**config.mk**
```make
export PLATFORM = sky130hd
export DESIGN_NAME = hv_memory_writer
export DESIGN_NICKNAME = d
export VERILOG_FILES = /design/src/rtl/hv_mem_pkg.sv /design/src/rtl/hv_memory_writer.sv
export SDC_FILE = /design/constraint.sdc
export NUM_CORES = 1
export LEC_CHECK = 0
export CAP_MARGIN = 15
export CELL_PAD_IN_SITES_DETAIL_PLACEMENT = 1
export CELL_PAD_IN_SITES_GLOBAL_PLACEMENT = 1
export CORE_ASPECT_RATIO = 0.75
export CORE_MARGIN = 4
export CORE_UTILIZATION = 45
export CTS_CLUSTER_DIAMETER = 40
export DETAILED_ROUTE_END_ITERATION = 10
export DONT_BUFFER_PORTS = 1
export GPL_TIMING_DRIVEN = 0
export PLACE_DENSITY_LB_ADDON = 0.2
export SETUP_SLACK_MARGIN = 0.2
export SLEW_MARGIN = 10
export SYNTH_ARGS = -nofsm -noshare
export SYNTH_HDL_FRONTEND = slang
export SYNTH_SLANG_ARGS = --single-unit
```
**constraint.sdc**
```tcl
create_clock -name clk -period 2.8 [get_ports clk]
set_input_delay 0.56 -clock clk [delete_from_list [all_inputs] [get_ports clk]]
set_output_delay 0.56 -clock clk [all_outputs]
set_load 0.1 [all_outputs]
```
**src/rtl/hv_mem_pkg.sv**
```systemverilog
// Shared types for the hypervector RAM writer and the similarity mapper.
// Width helpers keep address/count sizing consistent across both blocks.
package hv_mem_pkg;

   localparam int HV_DATA_W_DEF = 32;
   localparam int HV_ADDR_W_DEF = 5;

   typedef enum logic [2:0] {
      IDLE,
      WAIT_FIRST,
      WRITE,
      DRAIN,
      FLUSH,
      DONE
   } hv_wr_state_e;

   // A full segment of 2^AW words needs one extra count bit.
   function automatic int hv_count_w(input int aw);
      return aw + 1;
   endfunction

   function automatic int hv_words(input int aw);
      return 1 << aw;
   endfunction

endpackage

```
**src/rtl/hv_memory_writer.sv**
```systemverilog
// Streams one framed hypervector segment into the dual-port RAM.
// Command side holds valid until done; all RAM-facing outputs are registered.
module hv_memory_writer
   import hv_mem_pkg::*;
#(
   parameter int HV_DATA_WIDTH    = HV_DATA_W_DEF,
   parameter int HV_ADDRESS_WIDTH = HV_ADDR_W_DEF
) (
   input  logic                                      clk,
   input  logic                                      reset_n,
   input  logic                                      valid,
   input  logic [HV_ADDRESS_WIDTH-1:0]               hv_base,
   input  logic [HV_ADDRESS_WIDTH-1:0]               hv_start,
   input  logic [HV_ADDRESS_WIDTH-1:0]               hv_end,
   input  logic                                      s_valid,
   input  logic                                      s_first,
   input  logic                                      s_last,
   input  logic [HV_DATA_WIDTH-1:0]                  s_data,
   output logic                                      s_ready,
   output logic                                      we_n,
   output logic [HV_ADDRESS_WIDTH-1:0]               address,
   output logic [HV_DATA_WIDTH-1:0]                  data_wr,
   output logic                                      done,
   output logic                                      error,
   output logic [hv_count_w(HV_ADDRESS_WIDTH)-1:0]   count
);

   localparam int AW = HV_ADDRESS_WIDTH;
   localparam int DW = HV_DATA_WIDTH;
   localparam int CW = hv_count_w(HV_ADDRESS_WIDTH);

   hv_wr_state_e state_q;

   logic [AW-1:0] base_q;
   logic [AW-1:0] end_q;
   logic [AW-1:0] idx_q;
   logic          we_n_q;
   logic [AW-1:0] address_q;
   logic [DW-1:0] data_q;
   logic          done_q;
   logic          error_q;
   logic [CW-1:0] count_q;

   logic          ready_d;
   logic          wr_beat_d;
   logic          at_end_d;
   logic          wr_err_d;
   logic [AW-1:0] wr_addr_d;
   logic [AW-1:0] idx_d;
   logic [CW-1:0] count_d;
   hv_wr_state_e  wr_next_d;

   always_comb begin
      ready_d = (state_q == WAIT_FIRST) ||
                (state_q == WRITE) ||
                (state_q == DRAIN);
   end

   // Beats seen after valid drops are never written, even if handshaken.
   always_comb begin
      wr_beat_d = 1'b0;
      if (valid && s_valid) begin
         unique case (state_q)
            WAIT_FIRST: wr_beat_d = s_first;
            WRITE:      wr_beat_d = 1'b1;
            default:    wr_beat_d = 1'b0;
         endcase
      end
   end

   always_comb begin
      at_end_d  = (idx_q == end_q);
      wr_addr_d = base_q + idx_q;
      idx_d     = idx_q + 1'b1;
      count_d   = count_q + 1'b1;
      wr_err_d  = (s_last && !at_end_d) ||
                  (!s_last && at_end_d) ||
                  ((state_q == WRITE) && s_first);
      if (s_last) begin
         wr_next_d = FLUSH;
      end else if (at_end_d) begin
         wr_next_d = DRAIN;
      end else begin
         wr_next_d = WRITE;
      end
   end

   always_ff @(posedge clk or negedge reset_n) begin
      if (!reset_n) begin
         state_q   <= IDLE;
         base_q    <= '0;
         end_q     <= '0;
         idx_q     <= '0;
         we_n_q    <= 1'b1;
         address_q <= '0;
         data_q    <= '0;
         done_q    <= 1'b0;
         error_q   <= 1'b0;
         count_q   <= '0;
      end else begin
         we_n_q <= 1'b1;

         if (wr_beat_d) begin
            we_n_q    <= 1'b0;
            address_q <= wr_addr_d;
            data_q    <= s_data;
            idx_q     <= idx_d;
            count_q   <= count_d;
         end

         unique case (state_q)
            IDLE: begin
               done_q <= 1'b0;
               if (valid) begin
                  base_q  <= hv_base;
                  end_q   <= hv_end;
                  idx_q   <= hv_start;
                  count_q <= '0;
                  if (hv_start > hv_end) begin
                     error_q <= 1'b1;
                     state_q <= DONE;
                  end else begin
                     error_q <= 1'b0;
                     state_q <= WAIT_FIRST;
                  end
               end
            end
            WAIT_FIRST, WRITE: begin
               if (!valid) begin
                  state_q <= IDLE;
               end else if (wr_beat_d) begin
                  state_q <= wr_next_d;
                  if (wr_err_d) begin
                     error_q <= 1'b1;
                  end
               end
            end
            DRAIN: begin
               if (!valid) begin
                  state_q <= IDLE;
               end else if (s_valid && s_last) begin
                  state_q <= FLUSH;
               end
            end
            FLUSH: begin
               if (!valid) begin
                  state_q <= IDLE;
               end else begin
                  done_q  <= 1'b1;
                  state_q <= DONE;
               end
            end
            DONE: begin
               if (!valid) begin
                  done_q  <= 1'b0;
                  state_q <= IDLE;
               end else begin
                  done_q <= 1'b1;
               end
            end
            default: state_q <= IDLE;
         endcase
      end
   end

   assign s_ready = ready_d;
   assign we_n    = we_n_q;
   assign address = address_q;
   assign data_wr = data_q;
   assign done    = done_q;
   assign error   = error_q;
   assign count   = count_q;

endmodule

```
Word-level counts from Yosys, hierarchy flattened
Index checks and enable logic that the tools add are counted.

operators by class
  mux-type cells = 29
  magnitude comparators = 1
  reduce and logical (&&, ||, !) cells = 19
  equality and inequality tests = 14
  add/subtract/negate cells = 3

operator list
  operator                                                         number
  3-bit 2-to-1 mux                                                 9
  6-bit 2-to-1 mux                                                 3
  5-bit 2-to-1 mux                                                 3
  3-bit one-hot mux with 5 select lines                            1
  2-bit != test, second input constant                             6
  1-bit 2-to-1 mux                                                 10
  6-bit by 1-bit adder with 6-bit output, second input constant    1
  3-bit by 2-bit == test with 1-bit output, second input constant  2
  3-bit == test, second input constant                             2
  5-bit by 1-bit adder with 5-bit output, second input constant    1
  5-bit adder                                                      1
  5-bit == test                                                    1
  5-bit > comparator                                               1
  1-bit logical AND                                                5
  5-bit AND reduction                                              1
  1-bit logical OR                                                 4
  1-bit one-hot mux with 2 select lines                            2
  2-bit AND reduction                                              2
  4-bit AND reduction                                              1
  3-bit by 1-bit == test with 1-bit output, second input constant  1
  3-bit zero test                                                  1
  3-bit by 2-bit != test with 1-bit output, second input constant  1
  3-bit != test, second input constant                             1
  1-bit one-hot mux with 3 select lines                            1
  other kinds (4)                                                  5

storage, ports and cells
  logic and storage cells = 76
  register bits after elaboration = 64

Logic depth before layout (Yosys ltp)
Gate-level depths: netlist of the first run.

  depth after elaboration = 9
  mapped depth = 8
  depth with buffers taken out = 8

Worst setup path before layout of the first run
Ideal clock, no wire load.

  path kind = register to output
  start = reg state_q[0]
  end = out s_ready
  buffers on the path = 1
  slack = 0.210 ns
  stages on the path, launching flop included = 4
  arrival time = 2.030 ns
  cell sequence = dfrtp_1 clkbuf_1 nor2_1 nor2_1

between the ends
  longest elaborated chain between the ends = 3
  elaborated cells between the ends (all ways) = 5

ends and longest elaborated chain
  item                                                                                                  RTL line                                        RTL
  start, declared                                                                                       hv_memory_writer.sv:32                          hv_wr_state_e state_q;
  start signal, assigned                                                                                hv_memory_writer.sv:132                         state_q <= wr_next_d;
  3-bit by 1-bit == test with 1-bit output or 3-bit by 2-bit == test with 1-bit output (tied branches)  hv_memory_writer.sv:54, hv_memory_writer.sv:55
  1-bit logical OR                                                                                      hv_memory_writer.sv:54                          ready_d = (state_q == WAIT_FIRST) ||
  1-bit logical OR (*)                                                                                  hv_memory_writer.sv:55                          (state_q == WRITE) ||
  end, declared                                                                                         hv_memory_writer.sv:19                          output logic s_ready,

Every way passes the cells marked *; elsewhere a longest branch is shown, timed or not.

Worst setup path in the final report of the first run
Ends and elaborated chain as after synthesis.

==> results of run 1 <==
## synth_stat cells (2+ instances only)
cell type and instances:
a31o_1 2, a211oi_1 4, nand2_1 139, inv_1 11
a21oi_1 9, o21ai_0 14, or3_1 3, nor2_1 8
dfrtp_1 63, a31oi_1 2, nand2b_1 4, nor2b_1 6
buf_2 9, nor3_1 2, xnor2_1 6, nand3b_1 3
clkbuf_1 7, nand3_1 14, ha_1 12, xor2_1 6
o21ai_1 7
## cell type report
type / count / area (um2)
flip-flops and latches: 64 / 1603
clock buffers: 10 / 137.6
inverters: 12 / 45.04
repair buffers: 1 / 27.53
multi-input cells: 255 / 1340
fillers: 762 / 3083
plain buffers: 16 / 71.32
well taps: 81 / 101.3
clock inverters: 6 / 35.03
## worst max-delay path, delay by kind of cell, from the launching register on
family,cells,cell delay [ns]
buffers and inverters,1,0.36
AND/OR/NAND/NOR,2,0.69
flip-flops,1,0.46
## placed cells by master (no fill, tap or decap), drive strengths merged, types with 3 or more instances in the layout
cell type  netlist  routed
a21oi            9       9
nand2b           4       4
o21ai           21      21
xnor2            6       6
or3              3       3
nand3           14      14
a211oi           4       4
nand3b           3       3
clkbuf           7      17
dfrtp           63      63
nand2          139     139
clkinv           0       4
inv             12      12
nor2b            6       6
ha              12      12
nor2             8       8
xor2             6       6
buf              9      10
## cells by family (layout without fill, tap and decap cells)
family | after synthesis | in the layout
compound gates | 45 | 45
fa+ha+maj | 13 | 13
flops | 64 | 64
buf+inv | 28 | 45
xor+xnor | 12 | 12
simple gates | 183 | 183
mux | 2 | 2
## state kept, by name, summed over array words and instances, names as in the netlist, named ones only
signal   count
count        1
address      5
error        1
done         1
idx_q        4
base_q       5
data_wr     32
end_q        5
state_q      3
we_n         1
## worst paths after layout
kind	depth (start not counted)	start	endpoint	slack, ns
worst max-delay path	3	state_q[0]$_DFFE_PN0P_	s_ready	0.39
worst min-delay path	0	reset_n	we_n$_DFF_PN1_	0.06
worst max register to register	4	count[0]$_DFF_PN0_	flop	0.77
worst min register to register	2	base_q[3]$_DFFE_PN0P_	base_q[3]$_DFFE_PN0P_	0.49
max in group asynchronous	1	reset_n	data_wr[0]$_DFFE_PN0N_	2.44
min in group clk	2	s_data[16]	data_wr[16]$_DFFE_PN0N_	0.32
## per-stage QoR
step | area, um2 | instances | setup WS [ns] | hold WS (ns) | utilization [%]
after floorplan | 3052 | 347 | 0.2104 | 0.2644 | -
after global placement | 3153 | 428 | 0.04248 | 0.2659 | 48.93
after detailed placement | 3156 | 428 | 0.4538 | 0.2659 | 48.97
after CTS | 3361 | 445 | 0.3689 | 0.04555 | 52.16
after global routing | 3361 | 445 | 0.2818 | 0.03608 | 52.16
final | 3361 | 445 | 0.3919 | 0.06363 | 52.16
## what timing repair did
| action | 4_1_cts | 5_1_grt |
|---|---|---|
| endpoints found under the hold margin | 63 | 0 |
| buffers inserted | 0 | 0 |
| gates resized for setup | 1 | 0 |
| hold buffers | 1 | 0 |
| endpoints found under the setup margin | 1 | 0 |
## metal layers
metal  vias to the layer above  part of all wire [%]  track usage, %
met5                         -                     0               0
met4                         0                  0.94           5.821
met3                         9                   7.7           7.112
met2                        68                    47           31.88
met1                      1211                    44           27.19
li1                       1152                     -               -
==> impl_metrics.ini, run 1 <==
[run_status]
outcome = finished, final reports clean

[setup_path]
end_kind = output pin
cp_slowest_cell = nor2_4
cp.required_ns = 2.24
slowest_delay_ns = 0.51
path_class = flop to output pin
start_kind = flop
path_cells = clkbuf_1, nor2_1, nor2_4
worstPathArrival_ns = 1.85
worst-path-max-fanout = 10

[floorplan]
dieArea_um2 = 8177
core_area_um2 = 6444
die_h_um = 79.32
start_util_pct = 47.36
die_x_um = 103.1
num_rows = 25
pin_count = 100

[route]
antenna_left = 0
wl_per_cell_um = 17.69
drt-pass1-iter-count = 4
drt_iter0_markers = 75
viasPerCell = 5.483
num_vias = 2440
drt-total-wl_um = 7870
remaining_drc_errors = 0

[synth]
synth_xor_area_share_pct = 3.444
yosys.area_share.adder_pct = 5.576
synth-simple-area-share_pct = 25.13
yosys_warnings = 0
synth_area_leaders = dfrtp_1 52%, nand2_1 17%, ha_1 4.9%
ys_types = 37
netlist_instances = 347
ys_async_sr_fraction_pct = 100.0
syn_area_um2 = 3052
syn-num-nets = 413
yosysTopAreaCellShare_pct = 51.66
synth_edf_count = 0
synth_top_family_by_area = simple AND/OR/NAND/NOR gates
seq_area_frac_synth_pct = 52.52
synth-seq-cells = 64
synthMuxAreaShare_pct = 0.6970
synthFlopType = dfrtp_1
synth-compound-area-share_pct = 8.815
synth_top_area_cell = dfrtp_1
avgSynthCellArea_um2 = 8.794

[grt]
grt_pass1_wl_um = 12990
antenna_found_initial = 0
grt_usage_pct = 20.54
grt_pass1_vias = 2638
grt_overflow_total = 0
grt_max_degree = 64

[clock_network]
cts_tree = yes
h-tree-depth = 3
cts_inserted_buffers = 9
worstSkewPairLatency_ns = 0.34
cts_sinks = 64
cts-root-buf = clkbuf_8
cts_max_path_buffers = 2
clk_pin_slew_ns = 0.07

[timing]
finalSetupTns_ns = 0
finalHoldViolCount = 0
fin_crit_sh_pct = 86.00
tightestPinTransition_ns = 1.031
rsz0062_at_grt = no
fin_crit_ns = 2.408
clock_skew_ns = 0.008698
max-slew-margin-rel_pct = 31.27
fmax_mhz = 415.3
finalSetupViolCount = 0
drv_slew = 0

[finish]
n_antenna_cell = 0
nets = 425
syn_to_final_growth_pct = 10.13
layout-drive-gt1-share_pct = 8.516

[worst_hold_path]
hold_class = input port to async pin

[placement]
portBuffers = 0
dp_hpwl_um = 5804
gp_congestion = 0.8033

[run]
cap_violations = 0
Power of run 1 is not shown: default switching activity piles up to over one toggle a cycle in this logic, so the estimate is an artifact.
==> inputs of run 2 (changes only) <==
--- a/config.mk
+++ b/config.mk
@@ -16,6 +16,7 @@
 export DONT_BUFFER_PORTS = 1
 export GPL_TIMING_DRIVEN = 0
 export PLACE_DENSITY_LB_ADDON = 0.2
+export RECOVER_POWER = 50
 export SETUP_SLACK_MARGIN = 0.2
 export SLEW_MARGIN = 10
 export SYNTH_ARGS = -nofsm -noshare
==> impl_metrics.ini, run 2 (synthesized netlist as in run 1, its figures left out) <==
[floorplan]
die_h_um = 79.32
core_area_um2 = 6444
start_util_pct = 47.36
die_x_um = 103.1
num_rows = 25
pin_count = 100
dieArea_um2 = 8177

[clock_network]
worstSkewPairLatency_ns = 0.34
h-tree-depth = 3
post_cts_buffers = 0
cts_inserted_buffers = 9
cts_tree = yes
cts-root-buf = clkbuf_8
cts_max_path_buffers = 2
clk_pin_slew_ns = 0.07
cts_sinks = 64

[route]
viasPerCell = 5.456
wl_per_cell_um = 17.64
antenna_left = 0
drt_iter0_markers = 80
num_vias = 2428
drt-pass1-iter-count = 4
drt-total-wl_um = 7852
remaining_drc_errors = 0

[timing]
clock_skew_ns = 0.008514
finalSetupTns_ns = 0
fin_crit_ns = 2.405
drv_slew = 64
rsz0062_at_grt = no
fmax_mhz = 415.8
finalHoldViolCount = 0
tightestPinTransition_ns = 1.585
fin_crit_sh_pct = 85.89
finalSetupViolCount = 0
layout_setup_ws_ns = 0.3951
max-slew-margin-rel_pct = -5.637

[grt]
grt_overflow_total = 0
grt_usage_pct = 20.54
antenna_found_initial = 0
grt_pass1_vias = 2638
grt_max_degree = 64
grt_pass1_wl_um = 12990

[setup_path]
start_kind = flop
worstPathArrival_ns = 1.84
path_class = flop to output pin
end_kind = output pin
cp_top_family = simple AND/OR/NAND/NOR gates
rr_worst_depth = 4
cp.required_ns = 2.24
slowest_delay_ns = 0.51
worst-path-max-fanout = 10
path_depth = 3
cp_num_buf_inv = 1
path_cells = clkbuf_1, nor2_1, nor2_4
cp_slowest_cell = nor2_4

[placement]
place_ws_ns = 0.4538
portBuffers = 0
dp_hpwl_um = 5804
gp_congestion = 0.8033

[finish]
syn_to_final_growth_pct = 9.225
nets = 425
n_fill_cell = 766
largest_register_ffs = 32
mostFrequentLayoutCells = 139 x nand2_1, 63 x dfrtp_1, 16 x o21ai_0
multi_input_area_um2 = 1340
mostFrequentLayoutCell = nand2_1
n_antenna_cell = 0
layout-drive-gt1-share_pct = 6.868
register_area_um2 = 1603

[worst_hold_path]
hold_class = input port to async pin

[run_status]
outcome = complete, but fails checks
failed_checks = capacitance limit, slew limit

[run]
cap_violations = 1
[run 2: changes by cell type in the layout (fill, tap and decap cells not counted)]
cell	previous run	this run
clkbuf_2	0	1
dfstp_1	0	1
o311ai_1	1	0
o311ai_0	0	1
dfstp_2	1	0
inv_2	1	0
buf_16	1	0
clkinv_1	0	1
o21ai_0	14	16
o21ai_1	7	5
clkbuf_1	7	11
buf_2	9	5
[run 2: worst paths after layout]
path / from / endpoint / slack (ns)
hold reg to reg: base_q[3]$_DFFE_PN0P_ / base_q[3]$_DFFE_PN0P_ / 0.49
hold / removal: reset_n / we_n$_DFF_PN1_ / 0.06
setup / recovery: state_q[0]$_DFFE_PN0P_ / s_ready / 0.40
min in group clk: s_data[16] / data_wr[16]$_DFFE_PN0N_ / 0.32
setup reg to reg: count[0]$_DFF_PN0_ / flop / 0.78
max in group asynchronous: reset_n / data_wr[0]$_DFFE_PN0N_ / 1.24
[run 2: final cells by class]
| cell class | instances | share of cell area, % |
|---|---|---|
| well taps | 81 | 3.041 |
| repair buffers | 1 | 0.1502 |
| inverters | 12 | 1.351 |
| clock buffers | 10 | 4.129 |
| flip-flops and latches | 64 | 48.09 |
| multi-input cells | 255 | 40.20 |
| plain buffers | 16 | 1.989 |
| clock inverters | 6 | 1.051 |
[run 2: layer usage]
metal	wire [um]	up-vias	share of wire (%)	global-route usage (%)
met2	3683	66	47	31.88
met1	3466	1203	44	27.19
met3	620	8	7.9	7.112
met4	81	0	1.0	5.821
li1	-	1151	-	-
met5	0	-	0	0
[run 2: stage by stage]
| stage | cell area, um2 | hold WS (ns) | std cells | util [%] |
|---|---|---|---|---|
| 6_report | 3333 | 0.06499 | 445 | 51.73 |
| 4_1_cts | 3361 | 0.04555 | 445 | 52.16 |
| 5_1_grt | 3333 | 0.03722 | 445 | 51.73 |
| 3_5_place_dp | 3156 | 0.2659 | 428 | 48.97 |
| 3_3_place_gp | 3153 | 0.2659 | 428 | 48.93 |
| 2_1_floorplan | 3052 | 0.2644 | 347 | - |
[run 2: timing repair]
item                                    CTS  global route
hold buffers                              1             0
gates resized for setup                   1             0
hold endpoints to repair                 63             0
endpoints found under the setup margin    1             0
Power of run 2 is left out for the same reason.
==> inputs of run 3 (changes only) <==
==> constraint.sdc (replaced) <==
create_clock -name clk -period 2.8 [get_ports clk]
set_input_delay 0.28 -clock clk [delete_from_list [all_inputs] [get_ports clk]]
set_output_delay 0.28 -clock clk [all_outputs]
set_load 0.1 [all_outputs]
==> impl_metrics.ini, run 3 (synthesized netlist as in run 1, its figures left out) <==
[run_status]
outcome = complete, but fails checks
failed_checks = capacitance limit, slew limit

[grt]
antenna_found_initial = 0
grt_pass1_wl_um = 12940
grt_pass1_vias = 2637
grt_overflow_total = 0
grt_usage_pct = 20.43
grt_max_degree = 65

[setup_path]
worst-path-max-fanout = 10
path_depth = 3
path_cells = clkbuf_1, nor2_1, nor2_2
worstPathArrival_ns = 2.14
crit_end = s_ready
start_kind = flop
reg2reg_slack_ns = 0.77
cp_num_buf_inv = 1
cp.required_ns = 2.52
path_class = flop to output pin
rr_worst_depth = 4
startpoint = state_q[0]$_DFFE_PN0P_
slowest_delay_ns = 0.83
cp_slowest_cell = nor2_2
r2r-start = count[0]$_DFF_PN0_
cp_top_family = simple AND/OR/NAND/NOR gates
end_kind = output pin

[timing]
drv_slew = 65
max-slew-margin-rel_pct = -6.207
fin_crit_sh_pct = 86.38
clock_skew_ns = 0.008772
hold_ws_ns = 0.04422
finalSetupViolCount = 0
finalHoldViolCount = 0
tightestPinTransition_ns = 1.593
finalSetupTns_ns = 0
fmax_mhz = 413.5
layout_setup_ws_ns = 0.3813
fin_crit_ns = 2.419
rsz0062_at_grt = no

[placement]
gp_congestion = 0.8033
place_inst = 428
dp_hpwl_um = 5804
place_ws_ns = 0.7338
portBuffers = 0

[floorplan]
dieArea_um2 = 8177
start_util_pct = 47.36
num_rows = 25
pin_count = 100
core_area_um2 = 6444
die_h_um = 79.32
die_x_um = 103.1

[clock_network]
h-tree-depth = 3
cts_max_path_buffers = 2
cts_inserted_buffers = 9
clk_pin_slew_ns = 0.07
cts_resized = 0
cts-root-buf = clkbuf_8
worstSkewPairLatency_ns = 0.34
cts_tree = yes
post_cts_buffers = 0
holdBufCountCts = 2
cts_sinks = 64

[run]
cap_violations = 1

[finish]
mostFrequentLayoutCell = nand2_1
register_area_um2 = 1603
largest_register_ffs = 32
nets = 426
n_antenna_cell = 0
fin_cells = 446
layout-drive-gt1-share_pct = 8.219
n_fill_cell = 764
syn_to_final_growth_pct = 9.553
multi_input_area_um2 = 1335
mostFrequentLayoutCells = 139 x nand2_1, 63 x dfrtp_1, 14 x nand3_1, 14 x o21ai_0, 12 x ha_1

[route]
drt-pass1-iter-count = 4
viasPerCell = 5.442
drt-total-wl_um = 7825
drt_iter0_markers = 78
num_vias = 2427
remaining_drc_errors = 0
wl_per_cell_um = 17.54
antenna_left = 0

[worst_hold_path]
hold_class = input port to flop
[run 3: cell types whose count changed in the layout (fill, tap and decap cells not counted), sizes merged]
cell / change
inv: +1
dlygate4sd3: +1
clkbuf: -4
clkinv: -1
buf: +4
[run 3: worst min path at each step]
stage,start,depth (start not counted),endpoint,slack (ns)
detailed placement,reset_n,0,done$_DFFE_PN0P_,-0.01
finish,s_data[16],2,data_wr[16]$_DFFE_PN0N_,0.04
CTS,s_data[16],2,data_wr[16]$_DFFE_PN0N_,0.03
floorplan,reset_n,0,async pin,-0.02
global route,s_data[16],2,data_wr[16]$_DFFE_PN0N_,0.03
global placement,reset_n,0,done$_DFFE_PN0P_,-0.01
[run 3: worst reg2reg max path: cells and delay by family (launching register included)]
kind,cells,cell delay [ns]
compound gates,2,0.25
flops,1,1.03
simple gates,2,0.70
[run 3: stage by stage]
step / utilization [%] / area [um2]
global placement: 48.93 / 3153
floorplan: - / 3052
finish: 51.88 / 3343
detailed placement: 48.97 / 3156
CTS: 52.23 / 3366
global route: 51.88 / 3343
[run 3: cell type report]
class	instances	share of cell area, %
clock buffer	10	4.117
buffer	16	2.133
inverter	12	1.347
multi-input combinational	255	39.93
timing repair buffer	2	0.4491
tap	81	3.031
clock inverter	6	1.048
sequential	64	47.94
[run 3: per-layer routing]
metal / global-route usage [%] / routed length (um) / vias to the layer above
li1: - / - / 1153
met5: 0 / 0 / -
met3: 7.112 / 649 / 8
met2: 31.50 / 3641 / 72
met4: 5.821 / 80 / 0
met1: 27.19 / 3454 / 1194
Power of run 3 is left out for the same reason.
